==> src/rtl/seven_segment_reader_pkg.sv <==
// rtl/seven_segment_reader_pkg.sv - shared segment encodings, FSM states and counter width
package seg_pkg;

    localparam int SEG_A = 6;
    localparam int SEG_B = 5;
    localparam int SEG_C = 4;
    localparam int SEG_D = 3;
    localparam int SEG_E = 2;
    localparam int SEG_F = 1;
    localparam int SEG_G = 0;

    // Bit order A..G, MSB first; the encoder side drives exactly these.
    localparam logic [6:0] DIGIT_0 = 7'b1111110;
    localparam logic [6:0] DIGIT_1 = 7'b0110000;
    localparam logic [6:0] DIGIT_2 = 7'b1101101;
    localparam logic [6:0] DIGIT_3 = 7'b1111001;
    localparam logic [6:0] DIGIT_4 = 7'b0110011;
    localparam logic [6:0] DIGIT_5 = 7'b1011011;
    localparam logic [6:0] DIGIT_6 = 7'b1011111;
    localparam logic [6:0] DIGIT_7 = 7'b1110000;
    localparam logic [6:0] DIGIT_8 = 7'b1111111;
    localparam logic [6:0] DIGIT_9 = 7'b1111011;

    localparam int CNT_W = 20;

    typedef enum logic [1:0] {
        S_WAIT,
        S_SETTLE,
        S_STABLE
    } state_t;

endpackage

==> src/rtl/seven_segment_reader_decode.sv <==
// rtl/seven_segment_reader_decode.sv - combinational seven-segment pattern to decimal digit
module seven_segment_decode
    import seg_pkg::*;
(
    input  logic [6:0] seg,
    output logic [3:0] digit,
    output logic       ok
);

    always_comb begin
        digit = 4'd0;
        ok    = 1'b1;
        case (seg)
            DIGIT_0: digit = 4'd0;
            DIGIT_1: digit = 4'd1;
            DIGIT_2: digit = 4'd2;
            DIGIT_3: digit = 4'd3;
            DIGIT_4: digit = 4'd4;
            DIGIT_5: digit = 4'd5;
            DIGIT_6: digit = 4'd6;
            DIGIT_7: digit = 4'd7;
            DIGIT_8: digit = 4'd8;
            DIGIT_9: digit = 4'd9;
            default: ok = 1'b0;
        endcase
    end

endmodule

==> src/rtl/seven_segment_reader.sv <==
// rtl/seven_segment_reader.sv - debounced two-digit seven-segment value recovery with step classification
module seven_segment_reader
    import seg_pkg::*;
#(
    parameter int STABLE_CYCLES  = 250000,
    parameter bit SEG_ACTIVE_LOW = 1'b0
) (
    input  logic       i_Clk,
    input  logic       i_Reset,
    input  logic [6:0] i_Seg1,
    input  logic [6:0] i_Seg2,
    output logic [3:0] o_Tens,
    output logic [3:0] o_Ones,
    output logic [6:0] o_Value,
    output logic       o_Valid,
    output logic       o_Step_Up,
    output logic       o_Step_Down,
    output logic       o_Jump,
    output logic       o_Invalid
);

    localparam logic [CNT_W-1:0] CNT_MAX = CNT_W'(STABLE_CYCLES - 1);

    logic [13:0]      seg_in;
    logic [13:0]      r_raw;
    logic [13:0]      r_raw_d;
    logic [13:0]      r_commit;
    logic             r_have_commit;
    logic             r_have_prev;
    logic [CNT_W-1:0] r_cnt;
    logic [CNT_W-1:0] cnt_next;
    state_t           r_state;

    logic [3:0] tens_dec;
    logic [3:0] ones_dec;
    logic       tens_ok;
    logic       ones_ok;
    logic [6:0] new_value;
    logic [6:0] prev_plus;
    logic [6:0] prev_minus;

    assign seg_in = SEG_ACTIVE_LOW ? ~{i_Seg1, i_Seg2} : {i_Seg1, i_Seg2};

    seven_segment_decode u_dec_tens (
        .seg   (r_raw[13:7]),
        .digit (tens_dec),
        .ok    (tens_ok)
    );

    seven_segment_decode u_dec_ones (
        .seg   (r_raw[6:0]),
        .digit (ones_dec),
        .ok    (ones_ok)
    );

    assign new_value  = 7'({tens_dec, 3'b000}) + 7'({tens_dec, 1'b0}) + 7'(ones_dec);
    assign prev_plus  = (o_Value == 7'd99) ? 7'd0  : o_Value + 7'd1;
    assign prev_minus = (o_Value == 7'd0)  ? 7'd99 : o_Value - 7'd1;

    always_comb begin
        cnt_next = r_cnt;
        if (r_raw != r_raw_d)
            cnt_next = '0;
        else if (r_cnt != CNT_MAX)
            cnt_next = r_cnt + 1'b1;
    end

    always_ff @(posedge i_Clk) begin
        if (i_Reset) begin
            r_raw         <= '0;
            r_raw_d       <= '0;
            r_commit      <= '0;
            r_have_commit <= 1'b0;
            r_have_prev   <= 1'b0;
            r_cnt         <= '0;
            r_state       <= S_WAIT;
            o_Tens        <= '0;
            o_Ones        <= '0;
            o_Value       <= '0;
            o_Valid       <= 1'b0;
            o_Step_Up     <= 1'b0;
            o_Step_Down   <= 1'b0;
            o_Jump        <= 1'b0;
            o_Invalid     <= 1'b0;
        end else begin
            r_raw       <= seg_in;
            r_raw_d     <= r_raw;
            r_cnt       <= cnt_next;
            o_Valid     <= 1'b0;
            o_Step_Up   <= 1'b0;
            o_Step_Down <= 1'b0;
            o_Jump      <= 1'b0;
            case (r_state)
                S_WAIT: r_state <= S_SETTLE;
                S_SETTLE: begin
                    if (cnt_next == CNT_MAX) begin
                        r_state       <= S_STABLE;
                        r_commit      <= r_raw;
                        r_have_commit <= 1'b1;
                        // A glitch that settles back onto the committed pattern is silent.
                        if (!(r_have_commit && r_raw == r_commit)) begin
                            if (tens_ok && ones_ok) begin
                                o_Tens      <= tens_dec;
                                o_Ones      <= ones_dec;
                                o_Value     <= new_value;
                                o_Valid     <= 1'b1;
                                o_Invalid   <= 1'b0;
                                r_have_prev <= 1'b1;
                                if (r_have_prev) begin
                                    o_Step_Up   <= (new_value == prev_plus);
                                    o_Step_Down <= (new_value == prev_minus);
                                    o_Jump      <= (new_value != prev_plus) &&
                                                   (new_value != prev_minus) &&
                                                   (new_value != o_Value);
                                end
                            end else begin
                                o_Invalid <= 1'b1;
                            end
                        end
                    end
                end
                S_STABLE: begin
                    if (r_raw != r_commit) begin
                        r_cnt   <= '0;
                        r_state <= S_SETTLE;
                    end
                end
                default: r_state <= S_WAIT;
            endcase
        end
    end

endmodule

==> config.mk <==
export PLATFORM = sky130hd
export DESIGN_NAME = seven_segment_reader
export DESIGN_NICKNAME = d
export VERILOG_FILES = /design/src/rtl/seven_segment_reader_pkg.sv /design/src/rtl/seven_segment_reader_decode.sv /design/src/rtl/seven_segment_reader.sv
export SDC_FILE = /design/constraint.sdc
export NUM_CORES = 1
export LEC_CHECK = 0
export CORE_MARGIN = 5
export CORE_UTILIZATION = 41
export DETAILED_ROUTE_END_ITERATION = 10
export GPL_ROUTABILITY_DRIVEN = 0
export SLEW_MARGIN = 25
export SYNTH_ARGS = -nofsm -noshare
export SYNTH_HDL_FRONTEND = slang
export SYNTH_HIERARCHICAL = 1
export SYNTH_SLANG_ARGS = --single-unit
export TNS_END_PERCENT = 1
==> constraint.sdc <==
create_clock -name i_Clk -period 6.38 [get_ports i_Clk]
set_input_delay 1.276 -clock i_Clk [delete_from_list [all_inputs] [get_ports i_Clk]]
set_output_delay 1.276 -clock i_Clk [all_outputs]
set_load 0.03 [all_outputs]
==> metrics.csv, run 1 <==
stage;metric;value;unit
setup_path;Critical Path Fanout Max;13;
floorplan;Starting Density;41.40;%
sta;fin crit period;4.159;ns
min_path;WHS Path Cells;2;
cts;Clock Path Buffers;2;
cts;Hold Buf Count CTS;0;
setup_path;R2R Path End;o_Jump;
grt;global-route wire length before repair;20190;µm
detailed_routing;Post-route DRC;0;
power;Leak Pwr;1.915;nW
outcome;status;finished, final reports clean;
setup_path;CP Launch Point;r_raw[12];
sta;slew margin rel.;51.32;%
detailed_routing;vias per cell;5.726;
grt;Remaining Overflow, GRT;0;
power;Max rail drop VDD;0.1627;mV
detailed_routing;Routed WL;11940;µm
setup_path;type of the worst setup path;flop to flop;
min_path;min-delay worst type;flop to flop;
detailed_routing;Iteration-0 DRC Markers;241;
synthesis;sequential share of the synthesized area;34.51;%
cts;clk slew on worst S/H paths;0.06;ns
cts;root buffer cell;clkbuf_16;
detailed_routing;wire per inst;15.98;µm
sta;Least-Margin Pin Slew;0.7302;ns
setup_path;R2R setup slack;2.22;ns
sta;Clock Skew;0.005844;ns
cts;Clock Latency Late Sink;0.35;ns
place;Post-DP Area;5324;µm²
floorplan;core box area;11910;µm²
detailed_routing;via count;4277;
synthesis;Post-synth EDFFs;0;
cts;CTS resizes;0;
detailed_routing;post-route ant nets;0;
layout;P&R area growth vs syn;14.16;%
cts;CTS tree;done;
synthesis;dominant synthesized flop cell;dfxtp_1;
floorplan;chip width;119.7;µm
synthesis;Netlist cell types;64;
layout;fin area;5629;µm²
cts;CTS buffer count;9;
sta;period utilisation layout;65.19;%
layout;final design utilization;47.26;%
grt;vias in the first global route;4125;
grt;initial antenna violation count;0;
synthesis;syn avg cell area;8.472;µm²
detailed_routing;Initial DRT Pass Iterations;4;
floorplan;Die Ht;119.7;µm
setup_path;crit end category;flop;
cts;H-Tree Depth;3;
layout;most frequent cells in the layout;85 x dfxtp_1, 44 x a21oi_1, 40 x nand3_1;
power;power per cell area;202.3;nW/µm²
layout;n_diodes;0;
sta;final hold slack;0.4554;ns
layout;Total Nets Final;624;
synthesis;Mapped Cells;582;
min_path;Worst Hold Path EP;r_have_prev;
synthesis;Ys Warns;6;
setup_path;WP data arrival;4.39;ns
floorplan;Top-Level Pins;36;
synthesis;area of the mapped netlist;4931;µm²
floorplan;die area;14320;µm²
setup_path;Req. time, crit path;6.62;ns
synthesis;count of state elements after synthesis;85;
synthesis;FFs w/ async S/R, synth;0;%
sta;Slew Limit Fails;0;
place;Detail Placement HPWL;8205;µm
layout;most common cell after layout, fill and taps aside;dfxtp_1;
sta;setup violators final;0;
synthesis;Synth top area share;34.51;%
setup_path;worst flop-to-flop path startpoint;r_raw[12];
sta;total negative setup slack;0;ns
setup_path;Startpoint Class;flop;
flow_run;Max-Cap Viols;0;
layout;share of cells above drive strength 1;7.333;%
setup_path;R2R depth;14;
cts;Post-CTS Setup Inserts;0;
synthesis;Synthesized Nets;611;
floorplan;Row Count;40;
place;port buffer count;35;
synthesis;Synth area leaders;dfxtp_1 35%, xnor2_1 6.9%, xor2_1 5.5%;
sta;Max Freq;240.4;MHz
min_path;worst hold start;r_have_prev;
sta;RSZ-0062 raised after global routing;no;
grt;largest net degree at the start of global routing;66;
sta;count of final hold-check violations;0;
synthesis;area leader, netlist;dfxtp_1;
grt;Total GRT Usage;17.20;%
cts;Clock Sinks;85;
[synth_stat cells (8+ instances only)]
library cell,instances
dfxtp_1,85
a21oi_1,44
nand3_1,40
xnor2_1,39
nand4_1,31
nor2b_1,31
xor2_1,31
nor2_1,30
o21ai_0,30
clkbuf_1,23
nand2_1,22
o31ai_1,15
nor3_1,14
inv_1,12
ha_1,11
buf_2,8
nor4_1,8
[flip-flops by register name (all words and copies together), names as in the netlist, 2 cells and up]
register,flops
r_cnt,20
r_commit,14
r_raw,14
r_raw_d,14
o_Value,6
o_Ones,4
o_Tens,4
r_state,2
[per-layer routing]
metal	vias up	GRT usage, %	share of wire, %
met5	-	0	0
met4	0	5.583	1.3
met3	17	3.676	3.9
met2	83	28.04	48
met1	2047	22.72	47
li1	2130	-	-
[logic make-up (layout without fill, tap and decap cells)]
logic type	Yosys count	after routing	share of synthesized area (%)
and+or+nand+nor	235	235	27.89
AOI/OAI and AO/OA	123	123	15.61
DFF	85	85	34.51
xor gates and xnor gates	70	70	12.43
buffers and inverters	50	68	4.719
adders and majority gates	13	13	3.603
muxes	6	6	1.243
[worst max path at each step]
stage	endpoint	slack, ns	depth (start not counted)
detailed placement	o_Jump	2.22	14
global placement	o_Jump	2.39	14
CTS	o_Jump	2.22	14
finish	o_Jump	2.22	14
floorplan	o_Jump	2.58	15
global route	o_Step_Down	1.92	14
[report_power, final]
group          switching, W  internal [W]
sequential        0.0000177      0.000539
clock              0.000225      0.000305
combinational     0.0000234     0.0000281
total              0.000266      0.000873
[per-stage QoR]
| stage | worst slack, ns | instances | total power, W |
|---|---|---|---|
| after floorplan | 2.582 | 582 | 0.0005990 |
| after global placement | 2.385 | 731 | 0.0006180 |
| after detailed placement | 2.221 | 731 | 0.0006198 |
| after CTS | 2.221 | 747 | 0.001153 |
| after global routing | 1.916 | 747 | 0.001182 |
| final | 2.221 | 747 | 0.001139 |
[critical path, cell delays in order (launching register included)]
cell      delay, ns
dfxtp_1        0.57
or4b_1         0.51
a21oi_1        0.18
o21bai_1       0.19
inv_1          0.09
fa_1           0.51
inv_1          0.07
fa_1           0.46
a21o_1         0.17
a21oi_1        0.16
xnor2_1        0.28
xor2_1         0.19
nand4_1        0.11
or3_1          0.40
nor4b_1        0.15
[area by class of cell]
cell class              count  area, µm²
repair buffers             40      382.9
inverters                  12      45.04
flip-flops and latches     85       1702
clock inverters             7      73.82
clock buffers               9      225.2
multi-input cells         447       3017
well taps                 147      183.9
fillers                  1188       6282
Power figures use the tool's default switching activity.
==> run 2, diff against run 1 <==
==> constraint.sdc (replaced) <==
create_clock -name i_Clk -period 4.04 [get_ports i_Clk]
set_input_delay 0.808 -clock i_Clk [delete_from_list [all_inputs] [get_ports i_Clk]]
set_output_delay 0.808 -clock i_Clk [all_outputs]
set_load 0.03 [all_outputs]
==> metrics.csv, run 2 (synthesized netlist as in run 1, its figures left out) <==
stage;metric;value;unit;change
setup_path;CP delay by family, top;adder cells;;
power;Total Power;0.001779;W;+56%
floorplan;Row Count;40;;unchanged
setup_path;R2R setup slack;0.17;ns;-2.06 ns
setup_path;crit end category;flop;;
layout;share of cells above drive strength 1;9.724;%;+2.4 points
detailed_routing;Routed WL;11980;µm;+0.36%
flow_run;Max-Cap Viols;0;;unchanged
power;Net Sw Frac;22.33;%;-1.0 points
place;Detail Placement HPWL;8411;µm;+2.5%
layout;Multi-input gate area;3040;µm²;+0.79%
sta;total negative setup slack;0;ns;unchanged
place;pre-CTS WS;0.1458;ns;-2.075 ns
cts;H-Tree Depth;3;;unchanged
power;combinational power share;5.9;%;+1.4 points
cts;Clock Latency Late Sink;0.35;ns;about the same
grt;global-route wire length before repair;20620;µm;+2.1%
grt;Remaining Overflow, GRT;0;;unchanged
layout;P&R area growth vs syn;17.10;%;
layout;Filler cells;1175;;-1.1%
power;Clock Power Share;45.5;%;-1.1 points
cts;Clock Sinks;85;;unchanged
floorplan;chip width;119.7;µm;unchanged
layout;n_diodes;0;;unchanged
layout;fin area;5774;µm²;+2.6%
cts;Clock Path Buffers;2;;unchanged
sta;setup violators final;0;;unchanged
min_path;min-delay worst type;flop to flop;;
layout;most frequent cells in the layout;85 x dfxtp_1, 44 x a21oi_1, 40 x nand3_1;;
grt;initial antenna violation count;0;;unchanged
setup_path;Bufs and invs on worst path;2;;unchanged
power;Pint;0.001382;W;+58%
power;power per cell area;308.2;nW/µm²;+52%
floorplan;die area;14320;µm²;unchanged
setup_path;Worst path most repeated cell;inv_1;;
power;Psw;0.0003974;W;+49%
detailed_routing;Iteration-0 DRC Markers;302;;+25%
floorplan;core box area;11910;µm²;unchanged
layout;most common cell after layout, fill and taps aside;dfxtp_1;;
place;Post-DP Area;5460;µm²;+2.6%
sta;period utilisation layout;95.91;%;+31 points
sta;Slew Limit Fails;0;;unchanged
floorplan;Top-Level Pins;36;;unchanged
setup_path;type of the worst setup path;flop to flop;;
setup_path;WP data arrival;4.11;ns;-0.28 ns
cts;root buffer cell;clkbuf_16;;
floorplan;Die Ht;119.7;µm;unchanged
sta;setup ws final;0.1654;ns;-2.055 ns
sta;Clock Skew;0.007254;ns;+0.001410 ns
sta;Least-Margin Pin Slew;0.8989;ns;+0.1688 ns
outcome;status;finished, final reports clean;;
detailed_routing;Post-route DRC;0;;unchanged
grt;largest net degree at the start of global routing;65;;-1.5%
sta;Max Freq;258.1;MHz;+7.3%
setup_path;Startpoint Class;flop;;
grt;vias in the first global route;4164;;+0.95%
power;sequential share of power;48.7;%;-0.2 points
setup_path;slowest CP cell;fa_2;;
detailed_routing;post-route ant nets;0;;unchanged
detailed_routing;via count;4296;;+0.44%
detailed_routing;Initial DRT Pass Iterations;5;;+1
sta;count of final hold-check violations;0;;unchanged
setup_path;crit path cell chain;or4b_1 > a21oi_1 > o21bai_1 > inv_1 > fa_1 > inv_1 > fa_2 > xor2_4 > xor2_1 > a32o_1 > a22oi_1 > or3_1 > nor4b_1;;
place;Cells after DPL;748;;+2.3%
power;Max rail drop VDD;0.2976;mV;+83%
floorplan;Starting Density;41.40;%;unchanged
layout;Largest Register;r_cnt;;
setup_path;Critical Path Fanout Max;8;;-5
detailed_routing;vias per cell;5.623;;-1.8%
layout;Largest register FFs;20;;unchanged
detailed_routing;wire per inst;15.68;µm;-1.9%
grt;Total GRT Usage;17.41;%;+0.20 points
power;Leak Pwr;1.989;nW;+3.9%
layout;Final Non-Filler Cells;764;;+2.3%
setup_path;CP peak stage delay;0.67;ns;+0.10 ns
layout;Total Nets Final;641;;+2.7%
cts;CTS buffer count;9;;unchanged
place;port buffer count;35;;unchanged
setup_path;Req. time, crit path;4.27;ns;-2.35 ns
layout;register area;1702;µm²;unchanged
cts;CTS tree;done;;
cts;clk slew on worst S/H paths;0.06;ns;about the same
sta;slew margin rel.;39.52;%;-12 points
sta;fin crit period;3.875;ns;-0.2847 ns
## run 2: metal layers
| metal | vias up | global-route usage (%) | wire length, µm |
|---|---|---|---|
| li1 | 2155 | - | - |
| met1 | 2048 | 23.42 | 5656 |
| met2 | 76 | 27.97 | 5704 |
| met3 | 17 | 2.922 | 417 |
| met4 | 0 | 6.657 | 201 |
| met5 | - | 0 | 0 |
## run 2: worst paths after layout
check               from          end  depth (start not counted)
max            r_raw[10]       o_Jump                         13
min          r_have_prev  r_have_prev                          2
max reg2reg    r_raw[10]       o_Jump                         13
min reg2reg  r_have_prev  r_have_prev                          2
## run 2: power by group through the flow
stage	combinational (W)	sequential (W)	clock, W
floorplan	0.0000574	0.000889	0
global placement	0.000103	0.000884	0
detailed placement	0.000104	0.000884	0
CTS	0.000105	0.000866	0.000840
global route	0.000115	0.000868	0.000872
finish	0.000105	0.000866	0.000809
## run 2: final cells by class
type / instances / area share (%)
repair buffers: 57 / 8.841
multi-input cells: 447 / 52.65
inverters: 12 / 0.7801
flip-flops and latches: 85 / 29.47
clock inverters: 6 / 1.105
clock buffers: 10 / 3.965
well taps: 147 / 3.185
## run 2: worst min-delay path: cells and delay by family (launching register included)
kind,cells,cell delay [ns]
flip-flops,1,0.31
buffers and inverters,1,0.05
AO/OA/AOI/OAI,1,0.05
## run 2: repair_timing
action / CTS / global route
resized for setup: 0 / 3
setup endpoints to repair: 0 / 2
buffers inserted: 0 / 0
hold buffers: 0 / 0
## run 2: metrics by stage
stage / hold WS [ns] / util, %
6_report: 0.4483 / 48.48
5_1_grt: 0.4705 / 48.48
4_1_cts: 0.4468 / 48.30
3_5_place_dp: 0.4371 / 45.84
3_3_place_gp: 0.4338 / 45.77
2_1_floorplan: 0.4260 / -
